<file path="config.mk">
export PLATFORM = sky130hd
export DESIGN_NAME = pipe_hazard_ctrl
export DESIGN_NICKNAME = d
export VERILOG_FILES = /design/src/rtl/pipe_hazard_ctrl.sv
export SDC_FILE = /design/constraint.sdc
export NUM_CORES = 1
export LEC_CHECK = 0
export CORE_UTILIZATION = 43
export CTS_BUF_LIST = sky130_fd_sc_hd__clkbuf_4 sky130_fd_sc_hd__clkbuf_8
export CTS_CLUSTER_DIAMETER = 120
export DETAILED_ROUTE_END_ITERATION = 10
export PLACE_DENSITY = 0.82
export SETUP_SLACK_MARGIN = 0.3
export SYNTH_ARGS = -nofsm -noshare
export SYNTH_HDL_FRONTEND = slang
export SYNTH_SLANG_ARGS = --single-unit
</file>
<file path="constraint.sdc">
create_clock -name clk -period 3.05 [get_ports clk]
set_input_delay 0.7625 -clock clk [delete_from_list [all_inputs] [get_ports clk]]
set_output_delay 0.7625 -clock clk [all_outputs]
set_load 0.01 [all_outputs]
</file>
<file path="src/rtl/pipe_hazard_ctrl.sv">
// pipe_hazard_ctrl: pipeline stall/flush/forward control with a multi-cycle EX watchdog.
// Define PIPE_HAZARD_CTRL_FWD_EN for EX operand forwarding; otherwise RAW hazards stall in ID.
module pipe_hazard_ctrl #(
  parameter int MD_MAX_CYCLES = 34
) (
  input  logic        clk,
  input  logic        rst,
  input  logic [4:0]  id_rs1,
  input  logic [4:0]  id_rs2,
  input  logic        id_useRs1,
  input  logic        id_useRs2,
  input  logic [4:0]  ex_rs1,
  input  logic [4:0]  ex_rs2,
  input  logic [4:0]  ex_rd,
  input  logic        ex_writeReg,
  input  logic        ex_memRead,
  input  logic [4:0]  me_rd,
  input  logic        me_writeReg,
  input  logic [4:0]  wb_rd,
  input  logic        wb_writeReg,
  input  logic        ex_branchTaken,
  input  logic        ex_mdStart,
  input  logic        md_done,
  output logic        pc_stall,
  output logic        if_id_stall,
  output logic        id_ex_stall,
  output logic        if_id_flush,
  output logic        id_ex_flush,
  output logic        ex_me_flush,
  output logic [1:0]  fwd_a,
  output logic [1:0]  fwd_b,
  output logic        md_timeout,
  output logic [15:0] stall_cnt
);
  typedef enum logic {RUN, MDBUSY} state_t;
  state_t state, stateNext;
  logic [7:0] mdCnt;
  logic loadUse, rawHaz, hazard, wdHit, timeoutSet;
  logic pcStall, ifIdStall, idExStall, ifIdFlush, idExFlush, exMeFlush;
  logic [1:0] fwdA, fwdB;
  assign loadUse = ex_memRead && ex_writeReg && ex_rd != 5'd0 &&
                   ((id_useRs1 && id_rs1 == ex_rd) || (id_useRs2 && id_rs2 == ex_rd));
`ifdef PIPE_HAZARD_CTRL_FWD_EN
  assign fwdA = (me_writeReg && me_rd != 5'd0 && me_rd == ex_rs1) ? 2'b01 :
                (wb_writeReg && wb_rd != 5'd0 && wb_rd == ex_rs1) ? 2'b10 : 2'b00;
  assign fwdB = (me_writeReg && me_rd != 5'd0 && me_rd == ex_rs2) ? 2'b01 :
                (wb_writeReg && wb_rd != 5'd0 && wb_rd == ex_rs2) ? 2'b10 : 2'b00;
  assign rawHaz = 1'b0;
`else
  logic rs1Raw, rs2Raw, unusedExRs;
  // Without forwarding, any in-flight writer of an ID source must drain before ID proceeds.
  assign rs1Raw = id_useRs1 && id_rs1 != 5'd0 &&
                  ((ex_writeReg && id_rs1 == ex_rd) || (me_writeReg && id_rs1 == me_rd) ||
                   (wb_writeReg && id_rs1 == wb_rd));
  assign rs2Raw = id_useRs2 && id_rs2 != 5'd0 &&
                  ((ex_writeReg && id_rs2 == ex_rd) || (me_writeReg && id_rs2 == me_rd) ||
                   (wb_writeReg && id_rs2 == wb_rd));
  assign rawHaz = rs1Raw || rs2Raw;
  assign fwdA = 2'b00;
  assign fwdB = 2'b00;
  assign unusedExRs = ^{ex_rs1, ex_rs2};
`endif
  assign hazard = loadUse || rawHaz;
  assign wdHit = mdCnt == 8'(MD_MAX_CYCLES - 1);
  always_comb begin
    stateNext = state;
    {pcStall, ifIdStall, idExStall, ifIdFlush, idExFlush, exMeFlush} = 6'b0;
    timeoutSet = 1'b0;
    if (state == RUN) begin
      if (ex_mdStart) stateNext = MDBUSY;
      else if (ex_branchTaken) {ifIdFlush, idExFlush} = 2'b11;
      else if (hazard) {pcStall, ifIdStall, idExFlush} = 3'b111;
    end else if (md_done) begin
      stateNext = RUN;
    end else begin
      {pcStall, ifIdStall, idExStall, exMeFlush} = 4'hF;
      stateNext = wdHit ? RUN : MDBUSY;
      timeoutSet = wdHit;
    end
  end
  // Combinational outputs are forced quiet while reset is held.
  assign pc_stall    = rst && pcStall;
  assign if_id_stall = rst && ifIdStall;
  assign id_ex_stall = rst && idExStall;
  assign if_id_flush = rst && ifIdFlush;
  assign id_ex_flush = rst && idExFlush;
  assign ex_me_flush = rst && exMeFlush;
  assign fwd_a = rst ? fwdA : 2'b00;
  assign fwd_b = rst ? fwdB : 2'b00;
  always_ff @(posedge clk or negedge rst) begin
    if (!rst) begin
      state      <= RUN;
      mdCnt      <= 8'd0;
      stall_cnt  <= 16'd0;
      md_timeout <= 1'b0;
    end else begin
      state      <= stateNext;
      mdCnt      <= (state == RUN) ? 8'd0 : mdCnt + 8'd1;
      stall_cnt  <= stall_cnt + {15'd0, pcStall && stall_cnt != 16'hFFFF};
      md_timeout <= md_timeout || timeoutSet;
    end
  end
endmodule

</file>
; After elaboration in Yosys (flattened, before gate mapping)
; Index checks and enable logic that the tools add are counted.
[op_classes]
addsub = 2
eq_ne = 8
n_mux = 19
n_reduce_logical = 31
[ops]
columns = op, n
row1 = $eq 5x5->1, 6
row2 = $logic_and 1x1->1, 20
row3 = $mux 1, 18
row4 = $add 16x1->16, 1
row5 = $ne 16x16->1 const B, 1
row6 = $reduce_bool 5->1, 3
row7 = $add 8x1->8 const B, 1
row8 = $eq 8x6->1 const B, 1
row9 = $logic_or 1x1->1, 8
row10 = $mux 8, 1
[word_totals]
register_bits = 26
out_inout_bits = 27

; Depth between registers and ports, before layout
; Gate-level depths: netlist of the first run.
[logic_depth]
word_depth = 13
ltp_mapped = 13
mapped_depth_nobuf = 12

; Least setup slack after synthesis of the first run
; No wires, ideal clock.
[synth_path]
kind = input to register
from = input port id_rs2[3]
to = register stall_cnt[13]
setup_time_ns = 0.125
t_arrival_ns = 2.693
setup_slack_ns = 0.232
cell_stages = 13
path_buffers = 1
path_cell_list = xor2_1 nor4_1 nand3_1 a31oi_1 nor4_2 nor2_1 ha_1 nand3_1 or2_2 clkbuf_1 nor2_1 nand4_1 xnor2_1
[synth_between]
elab_chain_len = 13
[synth_lines]
columns = element, line
row1 = "start, declared", 9  ; input logic [4:0] id_rs2,
row2 = $eq 5x5->1 (on tied branches), "42, 56"
row3 = $logic_and 1x1->1, 56  ; ((ex_writeReg && id_rs2 == ex_rd) || (me_writeReg && id_rs2 == me_rd) ||
row4 = $logic_or 1x1->1 (2 in series), 56
row5 = $logic_and 1x1->1, 55  ; assign rs2Raw = id_useRs2 && id_rs2 != 5'd0 &&
row6 = $logic_or 1x1->1, 58  ; assign rawHaz = rs1Raw || rs2Raw;
row7 = $logic_or 1x1->1 *, 63  ; assign hazard = loadUse || rawHaz;
row8 = $mux 1 *, 72  ; else if (hazard) {pcStall, ifIdStall, idExFlush} = 3'b111;
row9 = $mux 1 *, 71  ; else if (ex_branchTaken) {ifIdFlush, idExFlush} = 2'b11;
row10 = $mux 1 *, 70  ; if (ex_mdStart) stateNext = MDBUSY;
row11 = $mux 1 *, 69  ; if (state == RUN) begin
row12 = $logic_and 1x1->1 *, 99  ; stall_cnt <= stall_cnt + {15'd0, pcStall && stall_cnt != 16'hFFFF};
row13 = $add 16x1->16 *, 99
row14 = "end signal, assigned", 99
row15 = "end, declared", 33  ; output logic [15:0] stall_cnt
; Mark *: on every way between the ends. The rest lies on a longest branch, timed or not.

; Worst setup path after layout of the first run
[layout_path]
from = input port me_rd[0]
to = register stall_cnt[12]
[layout_between]
elab_chain_len = 13
[layout_lines]
columns = element, line
row1 = "start, declared", 17  ; input logic [4:0] me_rd,
row2 = $eq 5x5->1 (on tied branches), "53, 56"
row3 = $logic_and 1x1->1 (on tied branches), "53, 56"
row4 = $logic_or 1x1->1 (on tied branches) (2 in series), "53, 56"
row5 = $logic_and 1x1->1 (on tied branches), "52, 55"
row6 = $logic_or 1x1->1 *, 58
row7 = $logic_or 1x1->1 *, 63
row8 = $mux 1 *, 72
row9 = $mux 1 *, 71
row10 = $mux 1 *, 70
row11 = $mux 1 *, 69
row12 = $logic_and 1x1->1 *, 99
row13 = $add 16x1->16 *, 99
; Marks and branches as above.

==> impl_metrics.py, run 1 <==
metrics = {
    "synth": {
        "ys_seq_area_share_pct": 39.10,
        "synth_edf_count": 0,
        "avgSynthCellArea_um2": 9.619,
        "synth_flop_cell": "dfrtp_1",
        "yosysWarningCount": 0,
        "synth_cell_types": 35,
        "async_reset_ff_share_pct": 100.0,
        "yosysTopAreaCellShare_pct": 39.10,
        "synth_cells": 173,
        "syn_area_um2": 1664,
        "yosysMostFrequentCell": "xor2_1",
        "yosysTopAreaCell": "dfrtp_1",
        "yosys-top-cells-area": "dfrtp_1 (39%), xor2_1 (16%), xnor2_1 (10%)",
        "synth_seq_cells": 26,
        "synth_top_cells_by_count": "xor2_1 (31), dfrtp_1 (26), xnor2_1 (19)",
    },
    "clock_network": {
        "numClockSinks": 26,
        "clock_tree.root_cell": "clkbuf_8",
        "cts_hold_buf": 0,
        "clock_latency_ns": 0.26,
        "path_clk_slew_ns": 0.09,
        "cts_tree": "built",
        "cts_buffers": 3,
        "h-tree-depth": 1,
        "clk_path_buf_depth": 2,
    },
    "critical_path": {
        "r2r_slack_ns": 0.22,
        "critical_path_class": "in -> reg",
        "end_kind": "flip-flop",
        "worstPathCellList": "clkdlybuf4s15_1, xor2_1, nor4_2, nand3_1, a31oi_4, nor4_4, buf_4, buf_6, nor2_4, ha_4, ha_4, nand4_1, nor2_2, nand3_2, xnor2_2",
        "cp_top_family": "simple AND/OR/NAND/NOR gates",
        "rr_startpoint": "stall_cnt[5]",
        "critPathSlowestCell": "nor4_2",
        "start_kind": "primary input",
        "cp.arrival_ns": 3.22,
        "r2r_cells": 10,
        "critical_path.max_stage_delay_ns": 0.31,
        "critical_path_required_ns": 3.21,
        "critPathBufInv": 3,
        "crit_top_cell": "ha_4",
        "worstReg2RegEnd": "stall_cnt[10]",
        "cp_max_fo": 3,
    },
    "sta": {
        "fin_skew_ns": 0.006894,
        "slew_viol_final": 0,
        "rsz0062_at_grt": "yes",
        "worst_hold_slack_ns": 0.4792,
        "timing.final.crit_share_pct": 100.6,
        "fmax_ghz": 0.3259,
        "finalSetupTns_ns": -0.02092,
        "min_period_ns": 3.068,
        "hold_viol_final": 0,
        "setup_viol_count_final": 2,
        "setup_ws_ns": -0.01833,
    },
    "floorplan": {
        "die_x_um": 64.21,
        "io_pins": 73,
        "row_count": 22,
        "dieArea_um2": 4123,
        "core_um2": 3689,
        "die_h_um": 64.21,
        "start_util_pct": 45.12,
    },
    "hold_path": {
        "min-delay-start": "md_timeout",
        "worstHoldPathType": "reg -> reg",
        "whs_endpoint": "md_timeout",
        "whs_path_depth": 1,
    },
    "routing": {
        "first_iter_violations": 58,
        "drtPass1Iterations": 4,
        "drc": 0,
        "vias": 1587,
        "wl_um": 4825,
        "drtAntennaViolNets": 0,
        "viasPerCell": 5.054,
        "drt-wirelength-per-cell_um": 15.37,
    },
    "layout": {
        "multi_input_area_um2": 1201,
        "drive_gt1_share_pct": 35.34,
        "seq_area_um2": 650.6,
        "areaGrowthSynthToFinish_pct": 67.22,
        "n_antenna_cell": 0,
        "final_core_util_pct": 75.44,
        "fillers": 273,
        "final_nets": 317,
    },
    "global_routing": {
        "grt_pass1_vias": 1624,
        "grt-ovfl-total": 0,
        "grt_pass1_wl_um": 7431,
        "antenna_found_initial": 0,
        "grt_max_degree": 22,
        "track_usage_pct": 23.26,
    },
    "run": {
        "drv_cap": 0,
    },
    "pwr": {
        "power_density_nw_per_um2": 338.4,
        "power_mw": 0.9416,
        "ir_worst_vdd_mv": 0.1562,
        "power_leakage_nw": 1.269,
    },
    "placed_design": {
        "io_buffers": 58,
        "pre_cts_slack_ns": -0.7038,
        "dp_hpwl_um": 3274,
        "gp_congestion": 0.8334,
    },
    "outcome": {
        "violations": "negative setup slack",
        "status": "complete, but fails checks",
    },
}
==> metal layers <==
metal  global-route usage [%]  share of wire [%]  vias up
li1                         -                  -      767
met1                    26.78                 37      759
met2                    44.28                 57       53
met3                    2.679                4.0        8
met4                    7.222                1.7        0
met5                        0                  0        -
==> flip-flops by register name, summed over array words and instances, names as in the netlist <==
name / count
md_timeout: 1
stall_cnt: 16
state: 1
mdCnt: 8
==> power by group <==
part	internal, mW	leakage [nW]	switching [mW]
registers	0.378	0.342	0.0551
logic	0.167	0.898	0.124
clock network	0.115	0.0288	0.101
==> cells in the final DEF, fill, tap and decap left out, types with 2 or more instances in the layout <==
cell,n
nor3_4,2
or4_4,2
clkdlybuf4s15_1,6
nand3_1,13
o21ai_4,2
buf_2,12
nor2_4,5
nand2_2,2
xor2_1,30
ha_4,2
clkdlybuf4s50_1,27
dlygate4sd2_1,5
inv_1,5
a31oi_4,2
buf_4,28
nor2b_1,2
nor4_2,2
nor2_1,3
dfrtp_1,26
clkbuf_8,4
and3_1,3
ha_1,2
nor3_2,2
buf_6,10
conb_1,4
nor4_1,3
nand4_1,5
nand3_2,2
nand2_1,5
xnor2_2,4
nor2_2,2
and2_1,7
clkbuf_2,5
xnor2_1,15
==> cell families (layout without fill, tap and decap cells) <==
kind of cell    count (synthesis)  after routing  share of synthesized area (%)
buf+inv                        13            103                          4.286
fa+ha+maj                       4              4                          3.008
simple gates                   69             69                          23.16
flops                          26             26                          39.10
compound gates                 10             10                          3.910
other cells                     1              4                         0.2253
xor+xnor                       50             50                          26.32
==> worst max path at each step <==
stage / startpoint / end / slack, ns / depth (start not counted)
final: me_rd[0] / stall_cnt[12] / -0.02 / 15
after global routing: ex_rd[2] / stall_cnt[12] / -0.19 / 15
after CTS: ex_rd[3] / pc_stall / 0.07 / 7
after detailed placement: id_rs2[4] / pc_stall / -0.70 / 8
after global placement: id_rs2[2] / pc_stall / -0.63 / 7
after floorplan: id_rs2[1] / pc_stall / 0.26 / 6
==> worst register-to-register path, stage by stage (launching register included) <==
cell     delay, ns
dfrtp_1       0.49
nand3_1       0.28
or3_1         0.54
o41ai_2       0.49
nor2_4        0.08
ha_4          0.18
ha_4          0.15
nand4_1       0.14
nor2_2        0.09
buf_4         0.16
xor2_1        0.13
==> stage by stage <==
step	instances	instance area, um2
final	314	2783
after CTS	308	2623
after floorplan	176	1700
after global placement	300	2474
after global routing	314	2783
after detailed placement	300	2474
==> final cells by class <==
class / instances / share of cell area (%)
clock buffers: 4 / 1.978
inverters: 5 / 0.6745
multi-input cells: 137 / 43.17
flip-flops and latches: 26 / 23.38
well taps: 48 / 2.158
repair buffers: 94 / 28.64
==> what timing repair did <==
item	in CTS	in global routing
setup endpoints to repair	21	17
resized for setup	120	29
buffers inserted	4	6
pin swaps	33	17
Note: power is estimated with default switching activity, not from simulation.
==> run 2: changes to the inputs <==
--- a/config.mk
+++ b/config.mk
@@ -9,7 +9,9 @@
 export CTS_BUF_LIST = sky130_fd_sc_hd__clkbuf_4 sky130_fd_sc_hd__clkbuf_8
 export CTS_CLUSTER_DIAMETER = 120
 export DETAILED_ROUTE_END_ITERATION = 10
+export HOLD_SLACK_MARGIN = 0.05
 export PLACE_DENSITY = 0.82
+export REMOVE_ABC_BUFFERS = 1
 export SETUP_SLACK_MARGIN = 0.3
 export SYNTH_ARGS = -nofsm -noshare
 export SYNTH_HDL_FRONTEND = slang
==> impl_metrics.py, run 2 (synthesis gave the netlist of run 1 again) <==
metrics = {
    "global_routing": {
        "grt_pass1_wl_um": 7424,
        "antenna_found_initial": 0,
        "grt-ovfl-total": 0,
        "grt_pass1_vias": 1643,
        "track_usage_pct": 23.37,
        "grt_max_degree": 21,
    },
    "floorplan": {
        "row_count": 22,
        "core_um2": 3689,
        "die_x_um": 64.21,
        "die_h_um": 64.21,
        "io_pins": 73,
        "dieArea_um2": 4123,
        "start_util_pct": 45.12,
    },
    "clock_network": {
        "cts_tree": "built",
        "path_clk_slew_ns": 0.08,
        "clk_path_buf_depth": 2,
        "clock_tree.root_cell": "clkbuf_8",
        "cts_hold_buf": 0,
        "clock_latency_ns": 0.27,
        "numClockSinks": 26,
        "h-tree-depth": 1,
        "cts_buffers": 3,
    },
    "layout": {
        "n_antenna_cell": 0,
        "final_nets": 314,
        "mostFrequentLayoutCell": "xor2_1",
        "reg.largest.list": "stall_cnt (16), mdCnt (8)",
        "drive_gt1_share_pct": 38.40,
        "top_register": "stall_cnt",
        "areaGrowthSynthToFinish_pct": 70.45,
        "final_core_util_pct": 76.90,
        "largest_register_ffs": 16,
        "mostFrequentLayoutCells": "xor2_1 (28), clkdlybuf4s50_1 (27), dfrtp_1 (26), buf_4 (22)",
    },
    "routing": {
        "vias": 1626,
        "drtPass1Iterations": 5,
        "drtAntennaViolNets": 0,
        "drt-wirelength-per-cell_um": 16.07,
        "viasPerCell": 5.228,
        "wl_um": 4997,
        "drc": 0,
        "first_iter_violations": 77,
    },
    "pwr": {
        "p_switching_mw": 0.3020,
        "clkPwrFrac_pct": 22.8,
        "sw_frac_of_total_pct": 30.99,
        "comb_power_share_pct": 31.7,
        "power_density_nw_per_um2": 343.5,
        "power_leakage_nw": 1.274,
        "ir_worst_vdd_mv": 0.1853,
        "pwr-share-seq_pct": 45.4,
        "p_int_mw": 0.6724,
    },
    "sta": {
        "hold_viol_final": 0,
        "min_period_ns": 3.043,
        "fin_skew_ns": 0.005676,
        "fmax_ghz": 0.3286,
        "tightest_slew_ns": 0.4877,
        "setup_viol_count_final": 0,
        "slew_viol_final": 0,
        "rsz0062_at_grt": "yes",
        "relSlewSlack_pct": 67.03,
        "timing.final.crit_share_pct": 99.78,
        "setup_ws_ns": 0.006558,
    },
    "outcome": {
        "status": "finished clean",
    },
    "critical_path": {
        "start_kind": "primary input",
        "end_kind": "output port",
        "critical_path_required_ns": 2.29,
        "critical_path_class": "in -> out",
        "cp.arrival_ns": 2.28,
        "cp_max_fo": 2,
    },
    "placed_design": {
        "dp_hpwl_um": 3307,
        "pre_cts_slack_ns": -0.7339,
        "io_buffers": 58,
        "gp_congestion": 0.8788,
    },
    "run": {
        "drv_cap": 0,
    },
    "hold_path": {
        "worstHoldPathType": "reg -> reg",
    },
}
[run 2: changes by cell type in the layout (fill, tap and decap cells not counted), moves of 3 or more]
cell	before	now
clkbuf_2	5	8
buf_8	1	4
dlygate4sd2_1	5	1
buf_4	28	22
buf_6	10	15
[run 2: power groups by stage]
stage	logic [mW]	clock network, mW	registers (mW)
global placement	0.258	0	0.432
CTS	0.284	0.223	0.438
finish	0.309	0.223	0.443
detailed placement	0.266	0	0.435
global route	0.334	0.236	0.448
floorplan	0.0839	0	0.435
[run 2: critical path, cell delays in order]
cell,delay (ns)
buf_8,0.10
or4_4,0.52
o211ai_1,0.33
a21oi_4,0.09
nor4_4,0.25
nor2_1,0.08
buf_2,0.14
[run 2: worst paths after layout]
check | startpoint | endpoint | slack (ns) | cells past startpoint
max | ex_rd[1] | pc_stall | 0.007 | 7
max reg2reg | stall_cnt[5] | stall_cnt[6] | 0.18 | 10
min in group asynchronous | rst | stall_cnt[1] | 0.94 | 2
max in group asynchronous | rst | stall_cnt[8] | 1.83 | 2
min reg2reg | md_timeout | md_timeout | 0.48 | 1
min | md_timeout | md_timeout | 0.48 | 1
[run 2: final cells by class]
cell class | instances | area, um2
clock buffers | 4 | 55.05
repair buffers | 91 | 803.3
multi-input cells | 137 | 1249
flip-flops and latches | 26 | 650.6
well taps | 48 | 60.06
inverters | 5 | 18.77
fillers | 260 | 852.1
[run 2: timing repair]
| item | in CTS | in global routing |
|---|---|---|
| setup buffers | 6 | 3 |
| gates cloned | 0 | 0 |
| endpoints found under the setup margin | 21 | 19 |
| resized for setup | 134 | 57 |
| pin swaps | 29 | 20 |
[run 2: per-layer routing]
metal	GRT usage (%)	share of wire [%]
met1	26.22	35
met2	44.41	58
met3	3.393	4.3
met4	8.056	2.5
met5	0	0
[run 2: stage by stage]
step	instance area, um2	TNS [ns]	hold WS (ns)	std cells	power (mW)
3_3_place_gp	2444	-7.862	0.4570	298	0.6902
5_1_grt	2836	-0.1471	0.4979	311	1.018
4_1_cts	2653	0	0.4802	308	0.9449
6_report	2836	0	0.4763	311	0.9743
2_1_floorplan	1623	0	0.4505	168	0.5187
3_5_place_dp	2444	-9.029	0.4603	298	0.7006
